**src/rtl/cov_reader_pkg.sv**
```systemverilog
// rtl/cov_reader_pkg.sv - shared command/state types for the coverage count reader
// Purpose: command opcodes and FSM state encoding used by cov_count_reader.
// Ports:   none (package).
package cov_reader_pkg;

   localparam int OP_W = 2;

   typedef enum logic [OP_W-1:0] {
      OP_NOP     = 2'd0,
      OP_DUMP    = 2'd1,
      OP_CLEAR   = 2'd2,
      OP_SUMMARY = 2'd3
   } cov_op_e;

   typedef enum logic [1:0] {
      ST_IDLE    = 2'd0,
      ST_DUMP    = 2'd1,
      ST_CLEAR   = 2'd2,
      ST_SUMMARY = 2'd3
   } cov_state_e;

endpackage

```
**src/rtl/cov_toggle_counter.sv**
```systemverilog
// rtl/cov_toggle_counter.sv - saturating toggle counter for one coverage point
// Purpose: counts changes of one coverage bit relative to its previously sampled value.
// Ports:
//   clock    in   clock, posedge
//   reset_n  in   asynchronous active-low reset
//   en_i     in   counting enable; low freezes cnt and last
//   clr_i    in   clear cnt and reload last from value_i (wins over en_i)
//   value_i  in   current coverage point value
//   cnt_o    out  toggle count, sticks at all-ones
module cov_toggle_counter #(
   parameter int CNT_W = 32
) (
   input  logic             clock,
   input  logic             reset_n,
   input  logic             en_i,
   input  logic             clr_i,
   input  logic             value_i,
   output logic [CNT_W-1:0] cnt_o
);

   logic             r_last;
   logic [CNT_W-1:0] r_cnt;

   always_ff @(posedge clock or negedge reset_n) begin
      if (!reset_n) begin
         r_last <= 1'b0;
         r_cnt  <= '0;
      end else if (clr_i) begin
         // Reloading last with the live value means the cycle after a clear
         // never sees a spurious toggle.
         r_last <= value_i;
         r_cnt  <= '0;
      end else if (en_i) begin
         if ((value_i ^ r_last) && (r_cnt != '1)) begin
            r_cnt <= r_cnt + CNT_W'(1);
         end
         r_last <= value_i;
      end
   end

   assign cnt_o = r_cnt;

endmodule

```
**src/rtl/cov_count_reader.sv**
```systemverilog
// rtl/cov_count_reader.sv - toggle-coverage counters with dump stream and covered summary
// Purpose: samples NUM_POINTS coverage bits, counts toggles per point, and on command
//          streams the counts one point per beat, clears them, or counts covered points.
// Optional feature: COV_READER_THRESH_EN adds thresh_i; covered means cnt >= thresh_i.
//                   Without it the covered threshold is fixed at 1.
// Ports:
//   clock, reset_n          clock (posedge) and asynchronous active-low reset
//   pt_value_i              coverage point values
//   cov_en_i                counting enable
//   thresh_i                covered threshold (only with COV_READER_THRESH_EN)
//   cmd_valid_i/cmd_ready_o command handshake, ready only in IDLE
//   cmd_op_i                0=NOP 1=DUMP 2=CLEAR 3=SUMMARY
//   rd_valid_o/rd_ready_i   dump beat handshake
//   rd_idx_o, rd_count_o, rd_covered_o, rd_last_o   dump beat payload
//   sum_valid_o             one-cycle pulse when sum_covered_o updates
//   sum_covered_o           number of covered points, held until next SUMMARY
module cov_count_reader
   import cov_reader_pkg::*;
#(
   parameter int NUM_POINTS = 13,
   parameter int CNT_W      = 32,
   parameter int IDX_W      = (NUM_POINTS > 1) ? $clog2(NUM_POINTS) : 1
) (
   input  logic                  clock,
   input  logic                  reset_n,
   input  logic [NUM_POINTS-1:0] pt_value_i,
   input  logic                  cov_en_i,
`ifdef COV_READER_THRESH_EN
   input  logic [CNT_W-1:0]      thresh_i,
`endif
   input  logic                  cmd_valid_i,
   output logic                  cmd_ready_o,
   input  logic [OP_W-1:0]       cmd_op_i,
   output logic                  rd_valid_o,
   input  logic                  rd_ready_i,
   output logic [IDX_W-1:0]      rd_idx_o,
   output logic [CNT_W-1:0]      rd_count_o,
   output logic                  rd_covered_o,
   output logic                  rd_last_o,
   output logic                  sum_valid_o,
   output logic [IDX_W:0]        sum_covered_o
);

   localparam logic [IDX_W-1:0] C_LAST_IDX = IDX_W'(NUM_POINTS - 1);

   cov_state_e       r_state;
   cov_state_e       w_state_nxt;
   cov_op_e          w_op;

   logic [CNT_W-1:0] w_cnt [NUM_POINTS];
   logic [CNT_W-1:0] w_thresh;
   logic             w_clr;
   logic             w_idx_last;
   logic [IDX_W-1:0] w_idx_nxt;
   logic             w_hit;
   logic             w_nxt_hit;
   logic             w_beat_take;

   logic [IDX_W-1:0] r_idx;
   logic             r_rd_valid;
   logic [IDX_W-1:0] r_rd_idx;
   logic [CNT_W-1:0] r_rd_count;
   logic             r_rd_covered;
   logic             r_rd_last;
   logic             r_sum_valid;
   logic [IDX_W:0]   r_sum_covered;
   logic [IDX_W:0]   r_acc;

`ifdef COV_READER_THRESH_EN
   assign w_thresh = thresh_i;
`else
   assign w_thresh = CNT_W'(1);
`endif

   assign w_clr = (r_state == ST_CLEAR);

   genvar g;
   generate
      for (g = 0; g < NUM_POINTS; g++) begin : g_pt
         cov_toggle_counter #(
            .CNT_W (CNT_W)
         ) u_cnt (
            .clock   (clock),
            .reset_n (reset_n),
            .en_i    (cov_en_i),
            .clr_i   (w_clr),
            .value_i (pt_value_i[g]),
            .cnt_o   (w_cnt[g])
         );
      end
   endgenerate

   assign w_op        = cov_op_e'(cmd_op_i);
   assign w_idx_last  = (r_idx == C_LAST_IDX);
   assign w_idx_nxt   = r_idx + IDX_W'(1);
   // Covered test for the point currently indexed (summary scan) and for the
   // next dump beat; the threshold is sampled on the cycle it is used.
   assign w_hit       = (w_cnt[r_idx] >= w_thresh);
   assign w_nxt_hit   = (w_cnt[w_idx_nxt] >= w_thresh);
   assign w_beat_take = r_rd_valid && rd_ready_i;

   always_ff @(posedge clock or negedge reset_n) begin
      if (!reset_n) begin
         r_state <= ST_IDLE;
      end else begin
         r_state <= w_state_nxt;
      end
   end

   always_comb begin
      w_state_nxt = r_state;
      cmd_ready_o = 1'b0;
      case (r_state)
         ST_IDLE: begin
            cmd_ready_o = 1'b1;
            if (cmd_valid_i) begin
               case (w_op)
                  OP_DUMP:    w_state_nxt = ST_DUMP;
                  OP_CLEAR:   w_state_nxt = ST_CLEAR;
                  OP_SUMMARY: w_state_nxt = ST_SUMMARY;
                  default:    w_state_nxt = ST_IDLE;
               endcase
            end
         end
         ST_DUMP: begin
            if (w_beat_take && w_idx_last) begin
               w_state_nxt = ST_IDLE;
            end
         end
         ST_CLEAR: begin
            w_state_nxt = ST_IDLE;
         end
         ST_SUMMARY: begin
            if (w_idx_last) begin
               w_state_nxt = ST_IDLE;
            end
         end
         default: begin
            w_state_nxt = ST_IDLE;
         end
      endcase
   end

   always_ff @(posedge clock or negedge reset_n) begin
      if (!reset_n) begin
         r_idx         <= '0;
         r_rd_valid    <= 1'b0;
         r_rd_idx      <= '0;
         r_rd_count    <= '0;
         r_rd_covered  <= 1'b0;
         r_rd_last     <= 1'b0;
         r_sum_valid   <= 1'b0;
         r_sum_covered <= '0;
         r_acc         <= '0;
      end else begin
         r_sum_valid <= 1'b0;
         case (r_state)
            ST_IDLE: begin
               if (cmd_valid_i && (w_op == OP_DUMP)) begin
                  // Beat 0 is loaded on the acceptance edge.
                  r_idx        <= '0;
                  r_rd_valid   <= 1'b1;
                  r_rd_idx     <= '0;
                  r_rd_count   <= w_cnt[0];
                  r_rd_covered <= (w_cnt[0] >= w_thresh);
                  r_rd_last    <= (NUM_POINTS == 1);
               end else if (cmd_valid_i && (w_op == OP_SUMMARY)) begin
                  r_idx <= '0;
                  r_acc <= '0;
               end
            end
            ST_DUMP: begin
               if (w_beat_take) begin
                  if (w_idx_last) begin
                     r_rd_valid <= 1'b0;
                     r_rd_last  <= 1'b0;
                  end else begin
                     r_idx        <= w_idx_nxt;
                     r_rd_idx     <= w_idx_nxt;
                     r_rd_count   <= w_cnt[w_idx_nxt];
                     r_rd_covered <= w_nxt_hit;
                     r_rd_last    <= (w_idx_nxt == C_LAST_IDX);
                  end
               end
            end
            ST_SUMMARY: begin
               r_acc <= r_acc + (IDX_W+1)'(w_hit);
               if (w_idx_last) begin
                  r_sum_valid   <= 1'b1;
                  r_sum_covered <= r_acc + (IDX_W+1)'(w_hit);
               end else begin
                  r_idx <= w_idx_nxt;
               end
            end
            default: begin
            end
         endcase
      end
   end

   assign rd_valid_o    = r_rd_valid;
   assign rd_idx_o      = r_rd_idx;
   assign rd_count_o    = r_rd_count;
   assign rd_covered_o  = r_rd_covered;
   assign rd_last_o     = r_rd_last;
   assign sum_valid_o   = r_sum_valid;
   assign sum_covered_o = r_sum_covered;

endmodule

```
**config.mk**
```make
export PLATFORM = sky130hd
export DESIGN_NAME = cov_count_reader
export DESIGN_NICKNAME = d
export VERILOG_FILES = /design/src/rtl/cov_reader_pkg.sv /design/src/rtl/cov_toggle_counter.sv /design/src/rtl/cov_count_reader.sv
export SDC_FILE = /design/constraint.sdc
export NUM_CORES = 1
export LEC_CHECK = 0
export BUFFER_PORTS_ARGS = -buffer_cell sky130_fd_sc_hd__buf_4
export CORE_AREA = 4 4 261 263
export DETAILED_ROUTE_END_ITERATION = 16
export DIE_AREA = 0 0 265 267
export SLEW_MARGIN = 20
export SYNTH_ARGS = -nofsm -noshare
export SYNTH_HDL_FRONTEND = slang
export SYNTH_SLANG_ARGS = --single-unit
```
**constraint.sdc**
```tcl
create_clock -name clock -period 10.5 [get_ports clock]
set_clock_uncertainty 0.05 [all_clocks]
set_input_delay 3.15 -clock clock [delete_from_list [all_inputs] [get_ports clock]]
set_output_delay 3.15 -clock clock [all_outputs]
set_load 0.005 [all_outputs]
```
* Word-level counts from Yosys, hierarchy flattened
Cells that the tools add are included.
Widths: inputs -> output; s select.
** Word-level totals
- Register bits :: 485
- Input bits :: 20
- Word-level logic and storage cells :: 264
- Output and inout bits :: 46
** Cells by class
- Equal/unequal tests :: 31
- Bitwise operators :: 15
- $add $sub $neg :: 15
- Multiplexer cells :: 107
- Reductions and logical operators :: 55
- Order comparisons :: 5
** Operators by type and width (count)
- $mux 32 :: 46
- $add 32x1->32 const B :: 13
- $ne 32x32->1 const B :: 13
- $bmux 32 s4 :: 2
- $ge 32x1->1 const B :: 3
- $pmux 32 s2 :: 1
- $mux 1 :: 38
- $reduce_bool 2->1 :: 16
- $mux 4 :: 7
- $reduce_and 2->1 :: 14
- $ne 2x2->1 const B :: 9
- $logic_and 1x1->1 :: 17
- $xor 1x1->1 :: 13
- $pmux 4 s3 :: 1
- $reduce_and 3->1 :: 4
- $ge 5x5->1 const B :: 2
- $mux 5 :: 2
- $not 4->5 :: 2
- $pmux 5 s2 :: 1
- $eq 2x2->1 const B :: 4
- $eq 4x4->1 const B :: 2
- $pmux 2 s4 :: 1
- $pmux 4 s2 :: 1
- $reduce_and 4->1 :: 2
- other kinds (9) :: 14

* Depth between registers and ports, before layout
Gate-level depths: netlist of run 1.
- Word-level depth :: 9
- Gate-level depth with buffers :: 16
- Mapped depth without buffers :: 12

* By module
A second synthesis of run 1 with hierarchy kept.
** Second synthesis, totals
- Cell total of the unflattened synthesis :: 3244
- Area total of the unflattened synthesis :: 30599.3 um^2
** Modules (own cells, without submodules)
- cov_toggle_counter (g_pt[0].u_cnt ...) :: cells each 192, times used 12, seq. area each 825.8 um^2, area an instance 1806.7 um^2
- cov_count_reader :: cells each 744, times used 1, seq. area each 1401.3 um^2, area an instance 7091.8 um^2
- cov_toggle_counter (g_pt[9].u_cnt) :: cells each 196, times used 1, seq. area each 825.8 um^2, area an instance 1826.8 um^2

* Worst setup path before layout of run 1
No wires, ideal clock.
- Path kind :: input-to-reg
- Start :: input port cov_en_i
- End :: register g_pt[3].u_cnt.r_cnt[16]
- Data required time :: 10.318 ns
- Path slack :: 5.487 ns
- Arrival :: 4.831 ns
- Path buffers :: 4
- Setup time :: 0.132 ns
- Cell stages on the path :: 9
- Cell sequence :: clkbuf_1 > clkbuf_1 > and2_1 > o31a_1 > clkbuf_1 > clkbuf_1 > nand3_1 > xor2_1 > nor2_1
** Between the ends
- Cells in the longest elaborated chain, start to end :: 2
** RTL lines
- start, declared :: line cov_count_reader.sv:27 : input logic cov_en_i,
- $reduce_bool 2->1 (no line)
- $reduce_and 2->1 (no line)
- end signal, assigned :: line cov_toggle_counter.sv:35 : r_cnt <= r_cnt + CNT_W'(1);
- end, declared :: line cov_toggle_counter.sv:22 : logic [CNT_W-1:0] r_cnt;
No other way between the ends.
A chain may end at the register's enable or synchronous reset.

* Worst setup path in the final report of run 1
- Start :: register r_idx[0]
- End :: register r_rd_covered, in the netlist rd_covered_o
** Between the ends
- Cells in the longest elaborated chain, start to end :: 9
- Elaborated cells on any way between the ends :: 12
- Those cells by class :: 1 x add/sub; 1 x order compare; 2 x eq/ne; 6 x mux; 1 x bitwise; 1 x reduce/logical
** RTL lines
- start, declared :: line cov_count_reader.sv:59 : logic [IDX_W-1:0] r_idx;
- start signal, assigned :: line cov_count_reader.sv:178 : r_idx <= w_idx_nxt;
- start signal, assigned :: line cov_count_reader.sv:192 : r_idx <= w_idx_nxt;
- $add 4x1->4 :: line cov_count_reader.sv:95 : assign w_idx_nxt = r_idx + IDX_W'(1);
- $not 4->5 (implied by the code) :: line cov_count_reader.sv:99 : assign w_nxt_hit = (w_cnt[w_idx_nxt] >= w_thresh);
- $bmux 32 s4 :: line cov_count_reader.sv:99
- $mux 32 (implied by the code) (2 in a row) :: line cov_count_reader.sv:99
- $ge 32x1->1 :: line cov_count_reader.sv:99
- $mux 1 :: line cov_count_reader.sv:174 : if (w_idx_last) begin
- $mux 1 :: line cov_count_reader.sv:173 : if (w_beat_take) begin
- $pmux 1 s2 :: line cov_count_reader.sv:157 : case (r_state)
- end signal, assigned :: line cov_count_reader.sv:165 : r_rd_covered <= (w_cnt[0] >= w_thresh);
- end signal, assigned :: line cov_count_reader.sv:181 : r_rd_covered <= w_nxt_hit;
- end, declared :: line cov_count_reader.sv:63 : logic r_rd_covered;
Several ways; a longest one is shown, not always the timed one. The select of a mux whose other input is x is not followed.

==> results.md, run 1 <==
- Outcome: complete, no violations
- Vias per cell: 6.38
- Fillcell total: 6181
- Peak VDD IR: 0.164 mV
- Worst skew pair latency: 0.63 ns
- Pwr/cell area: 224 nW/um^2
- Yosys reg bits: 485
- Worst Path Arrival: 5.58 ns
- DR WL met3: 9760 um
- Residual DRC count: 0
- Crit-path leading delay family: buffers and inverters
- I/O Pins: 66
- CP max stage delay: 0.71 ns
- Ys async rst share: 100%
- Gpl congestion: 1.01
- Cell variety after synth: 78
- DRT met1 WL: 46400 um
- Highest metal used: met5
- Layout cells sized above 1: 9.18%
- CTS tree: done
- Die height: 267 um
- Util after Layout: 49.6%
- Routed length on met2: 45800 um
- Vias: 26400
- Synth warnings: 0
- Drt pass-1 iters: 7
- Gr usage total: 29.3%
- Max Cap Viol: 0
- Slowest-stage cell, CP: dfrtp_4
- Detail Placement HPWL: 76600 um
- Die footprint: 70800 um^2
- Max Fclk: 0.195 GHz
- H-Tree Depth: 2
- Post-CTS Hold Fix Bufs: 0
- Synthesis-to-finish area growth: 10.7%
- Hold Fails Final Rpt: 0
- Initial Utilization: 44.8%
- RSZ-0062 raised after global routing: no
- Root buf cell: clkbuf_16
- Synth Instances: 3260
- Slew margin rel.: 33.3%
- Final setup viols: 0
- Critical Setup Path Class: reg -> reg
- Most common cell after layout, fill and taps aside: dfrtp_1
- Remaining antenna violation count after routing: 0
- Global-route wire length before repair: 160000 um
- Maximum root-to-sink buffer count: 3
- Initial DRC count: 3416
- Core Box Area: 65600 um^2
- Slew Limit Fails: 0
- Final min period: 5.12 ns
- Nets: 3264
- Most frequent cells in the layout: dfrtp_1 (484), nor2_1 (441), nand2_1 (264)
- Least-Margin Pin Slew: 0.996 ns
- Vias in the first global route: 24900
- WL per Instance: 25.5 um
- Critical path cell sequence: buf_4 > inv_1 > ha_4 > inv_2 > mux4_2 > mux2_2 > a222oi_1 > or4b_1 > a2111oi_2 > a31oi_1
- Net Count, Synth: 3300
- Post-CTS Setup Bufs: 0
- Post-synth EDFFs: 0
- Req. time, crit path: 10.95 ns
- Crit. End Element: flop
- DRT Wirelength: 106000 um
- Clock Sinks: 485
- Mapped Area: 29400 um^2
- Die Wd: 265 um
- Remaining Overflow, GRT: 0
- CP Launch Type: flop
- Pre-CTS WS: 4.96 ns
- Worst setup margin: 5.38 ns
- Avg Synthesized Cell Area: 9.02 um^2
- Top FF cell, synth: dfrtp_1
- Period Utilization, post-route: 48.8%
- # rows: 94
- CTS Buf Count: 56
- P_leak: 13.6 nW
- Sequential share of the synthesized area: 41.3%
- Antenna violations before repair: 5
- Clk slew on worst S/H paths: 0.07 ns
- Resized Gates After CTS: 0
- Largest net degree at the start of global routing: 150
- Crit path max fanout: 40
- Setup tns final: 0 ns
- Crit path buffers/inverters: 3
- Hold Path Class: reg -> reg
- Port Buf Inserts: 65
-- tightest hold or removal path: stages (launching register included) --
cell     delay (ns)
dfrtp_1        0.34
nand2_1        0.05
o21ai_0        0.06
-- stage by stage --
stage          total power, mW  instance area, um^2  hold slack [ns]  cells
3_3_place_gp              5.12                30600            0.417   4030
5_1_grt                   7.60                32500            0.447   4133
2_1_floorplan             4.10                29400            0.419   3260
6_report                  7.29                32500            0.429   4134
3_5_place_dp              5.15                30600            0.422   4030
4_1_cts                   7.26                32500            0.436   4133
-- metal layers --
layer,track usage [%],up-vias
li1,-,11800
met1,43.2,13200
met2,43.7,1206
met3,5.41,179
met4,9.51,2
met5,0,-
-- state kept, by name (all words and copies together) (netlist names) --
name,cells
g_pt.u_cnt.cnt_o,416
rd_count_o,32
g_pt.u_cnt.r_last,13
r_acc,5
sum_covered_o,5
r_idx,4
rd_idx_o,4
r_state,2
rd_covered_o,1
rd_last_o,1
rd_valid_o,1
sum_valid_o,1
-- synthesized netlist by cell type, types with 6 or more instances --
cell | n | share of area (%)
and4_1 | 64 | 1.9
a221oi_1 | 7 | 0.21
a21o_1 | 10 | 0.26
dfrtp_1 | 485 | 41
mux4_2 | 51 | 3.9
nor2b_1 | 7 | 0.15
a211oi_1 | 22 | 0.56
nor4b_1 | 14 | 0.42
and2_1 | 41 | 0.87
nand2_1 | 264 | 3.4
nor2_1 | 443 | 5.7
buf_1 | 14 | 0.18
ha_1 | 20 | 0.85
buf_2 | 29 | 0.49
clkbuf_1 | 146 | 1.9
xor2_1 | 179 | 5.3
a31oi_1 | 18 | 0.38
a21oi_1 | 128 | 2.2
nand2b_1 | 9 | 0.19
and3_1 | 75 | 1.6
nand4_1 | 147 | 3.1
mux2i_1 | 85 | 2.9
nor3b_1 | 14 | 0.36
nor3_1 | 90 | 1.5
inv_1 | 52 | 0.66
nand3b_1 | 8 | 0.20
a221o_1 | 6 | 0.20
a32oi_1 | 16 | 0.48
or3_1 | 77 | 1.6
a22oi_1 | 8 | 0.20
nor4_1 | 116 | 2.5
o21ai_0 | 138 | 2.3
mux2_2 | 26 | 1.0
o211ai_1 | 18 | 0.46
or4_1 | 11 | 0.28
nand3_1 | 166 | 2.8
xnor2_1 | 169 | 5.0
-- cell families (layout without fill, tap and decap cells) --
| logic type | Yosys count | after routing | synth area share (%) |
|---|---|---|---|
| AND/OR/NAND/NOR | 1565 | 1565 | 27.2 |
| flip-flops | 485 | 485 | 41.3 |
| AO/OA/AOI/OAI | 436 | 436 | 9.23 |
| XOR/XNOR | 349 | 349 | 10.4 |
| buffers and inverters | 243 | 252 | 3.24 |
| multiplexers | 162 | 162 | 7.80 |
| adder cells (fa/ha/maj) | 20 | 20 | 0.851 |
| other | 0 | 1 | 0 |
-- final cells by class --
cell class              count  area, um^2  share of cell area [%]
diodes                      1        2.50                 0.00769
clock buffers              73        1560                    4.78
clock inverters            30         390                    1.20
inverters                  53         199                   0.611
multi-input cells        2532       16400                    50.4
flip-flops and latches    485       12100                    37.3
well taps                 864        1080                    3.32
repair buffers             96         766                    2.35
-- worst paths after layout --
kind                       slack (ns)                 endpoint            from  depth (start not counted)
setup / recovery                 5.38             rd_covered_o        r_idx[0]                         10
hold / removal                   0.43           rd_count_o[10]  rd_count_o[10]                          2
setup reg to reg                 5.38             rd_covered_o        r_idx[0]                         10
hold reg to reg                  0.43           rd_count_o[10]  rd_count_o[10]                          2
max in group asynchronous        6.43  g_pt[3].u_cnt.cnt_o[14]         reset_n                          2
min in group asynchronous        2.51  g_pt[8].u_cnt.cnt_o[21]         reset_n                          1
-- power breakdown --
group	leakage [nW]	switching, mW	total (mW)	internal [mW]
sequential	6.61	0.403	2.49	2.09
combinational	6.06	1.76	2.71	0.952
clock	0.953	0.848	2.09	1.24
Power figures use the tool's default switching activity.
==> run 2: changes to the inputs <==
==> constraint.sdc (replaced) <==
create_clock -name clock -period 4.7 [get_ports clock]
set_clock_uncertainty 0.05 [all_clocks]
set_input_delay 1.41 -clock clock [delete_from_list [all_inputs] [get_ports clock]]
set_output_delay 1.41 -clock clock [all_outputs]
set_load 0.005 [all_outputs]
==> results.md, run 2 (synthesis gave the netlist of run 1 again) <==
- Max Cap Viol: 0 (unchanged)
- Gpl congestion: 1.04 (+3.4%)
- Period Utilization, post-route: 94.3% (+46 points)
- Clk slew on worst S/H paths: 0.07 ns (about the same)
- Vias in the first global route: 25200 (+0.88%)
- Hold Fails Final Rpt: 0 (unchanged)
- Largest register FFs: 416 (unchanged)
- DRT Wirelength: 110000 um (+4.4%)
- Hold Path Class: reg -> reg
- Internal reg-to-reg setup slack: 0.27 ns (-5.11 ns)
- Peak VDD IR: 0.369 mV (+120%)
- RSZ-0062 raised after global routing: no
- Initial Utilization: 44.8% (unchanged)
- Worst Hold Depth: 2 (unchanged)
- # rows: 94 (unchanged)
- Die Wd: 265 um (unchanged)
- Worst setup margin: 0.266 ns (-5.11 ns)
- Remaining Overflow, GRT: 0 (unchanged)
- Post-CTS Hold Fix Bufs: 0 (unchanged)
- Slew Limit Fails: 0 (unchanged)
- Residual DRC count: 0 (unchanged)
- Max Fclk: 0.226 GHz (+16%)
- Setup tns final: 0 ns (unchanged)
- Post-Layout Cell Count: 4167 (+0.80%)
- Remaining antenna violation count after routing: 0 (unchanged)
- H-Tree Depth: 2 (unchanged)
- Final setup viols: 0 (unchanged)
- Outcome: complete, no violations
- Clock Sinks: 485 (unchanged)
- Post-CTS Setup Bufs: 0 (unchanged)
- Detail Placement HPWL: 82800 um (+8.1%)
- Hold Crit Start: rd_count_o[16]
- Antenna violations before repair: 5 (unchanged)
- Die height: 267 um (unchanged)
- Core Box Area: 65600 um^2 (unchanged)
- P_leak: 13.8 nW (+1.5%)
- Most frequent cells in the layout: dfrtp_1 (484), nor2_1 (442), nand2_1 (264)
- Slowest-stage cell, CP: nor4b_1
- Vias per cell: 6.41 (+0.46%)
- Dpl cells: 4063 (+0.82%)
- Crit. End Element: flop
- Critical Setup Path Class: reg -> reg
- Synthesis-to-finish area growth: 11.9%
- Worst Path Arrival: 4.88 ns (-0.70 ns)
- Worst skew pair latency: 0.63 ns (about the same)
- Reg2Reg Launch Point: r_idx[2]
- WL per Instance: 26.5 um (+3.6%)
- I/O Pins: 66 (unchanged)
- Root buf cell: clkbuf_16
- Die footprint: 70800 um^2 (unchanged)
- Drt pass-1 iters: 6 (-1)
- Vias: 26700 (+1.3%)
- Layout cells sized above 1: 10.1% (+0.88 points)
- Nets: 3296 (+0.98%)
- Placed Area: 31000 um^2 (+1.2%)
- Req. time, crit path: 5.15 ns (-5.80 ns)
- Pwr/cell area: 496 nW/um^2 (+120%)
- Least-Margin Pin Slew: 1.23 ns (+0.234 ns)
- CTS Buf Count: 55 (-1.8%)
- Reg-to-reg endpoint: r_acc[4]
- Pre-CTS WS: 0.327 ns (-4.63 ns)
- Slew margin rel.: 17.0% (-16 points)
- Hold worst-path end: rd_count_o[16]
- Critical path cell sequence: nor4b_1 > nand4_1 > nor4_1 > nor3_1 > o32a_1 > a211oi_1 > o21ai_0 > ha_1 > ha_1 > nand3_1 > xor2_1 > o21ai_0
- CTS tree: done
- Finished Cell Area: 32900 um^2 (+1.1%)
- Port Buf Inserts: 65 (unchanged)
- Largest net degree at the start of global routing: 105 (-30%)
- CP max stage delay: 0.78 ns (+0.07 ns)
- Final min period: 4.43 ns (-0.688 ns)
- Gr usage total: 30.7% (+1.4 points)
- Initial DRC count: 3352 (-1.9%)
- CP Launch Type: flop
- Global-route wire length before repair: 167000 um (+4.2%)
- R2R cell count: 12 (+2)
- Most common cell after layout, fill and taps aside: dfrtp_1
- Maximum root-to-sink buffer count: 3 (unchanged)
- Resized Gates After CTS: 0 (unchanged)
- Crit path max fanout: 12 (-70%)
==> run 2: power breakdown <==
group	switching [mW]	internal, mW	total, mW
registers	0.875	4.66	5.54
clock network	1.84	2.69	4.53
logic	3.98	2.27	6.25
total	6.70	9.62	16.3
==> run 2: how the worst max path moves through the flow <==
stage / start / end / slack [ns] / cells past startpoint
2_1_floorplan: r_idx[0] / rd_covered_o / 0.77 / 13
3_3_place_gp: r_idx[2] / sum_covered_o[4] / 0.47 / 12
3_5_place_dp: r_idx[2] / r_acc[4] / 0.33 / 12
4_1_cts: r_idx[2] / r_acc[4] / 0.33 / 12
5_1_grt: r_idx[2] / sum_covered_o[4] / 0.17 / 12
6_report: r_idx[2] / r_acc[4] / 0.27 / 12
==> run 2: per-layer routing <==
| metal | part of all wire [%] | track usage, % |
|---|---|---|
| met5 | 0.021 | 0 |
| met1 | 45 | 47.0 |
| met4 | 3.7 | 10.4 |
| met3 | 9.3 | 5.39 |
| met2 | 42 | 43.8 |
==> run 2: stage by stage <==
stage	util [%]	total power [mW]	hold WS [ns]
3_5_place_dp	47.2	11.6	0.420
5_1_grt	50.1	17.0	0.447
3_3_place_gp	47.2	11.6	0.416
2_1_floorplan	-	9.17	0.419
6_report	50.1	16.3	0.427
4_1_cts	50.1	16.2	0.433
==> run 2: final cells by class <==
class | count | area [um^2]
Clock buffer | 76 | 1630
Multi-Input combinational cell | 2532 | 16400
Fill cell | 6076 | 32700
Sequential cell | 485 | 12100
Inverter | 53 | 199
Tap cell | 864 | 1080
Antenna cell | 3 | 7.51
Timing Repair Buffer | 129 | 1150
Clock inverter | 25 | 285
==> run 2: critical path, delay by kind of cell (launching register included) <==
family                     cells  cell delay [ns]
xor gates and xnor gates       1             0.18
DFF                            1             0.58
AOI/OAI and AO/OA              4             1.14
adders and majority gates      2             0.52
and+or+nand+nor                5             1.83
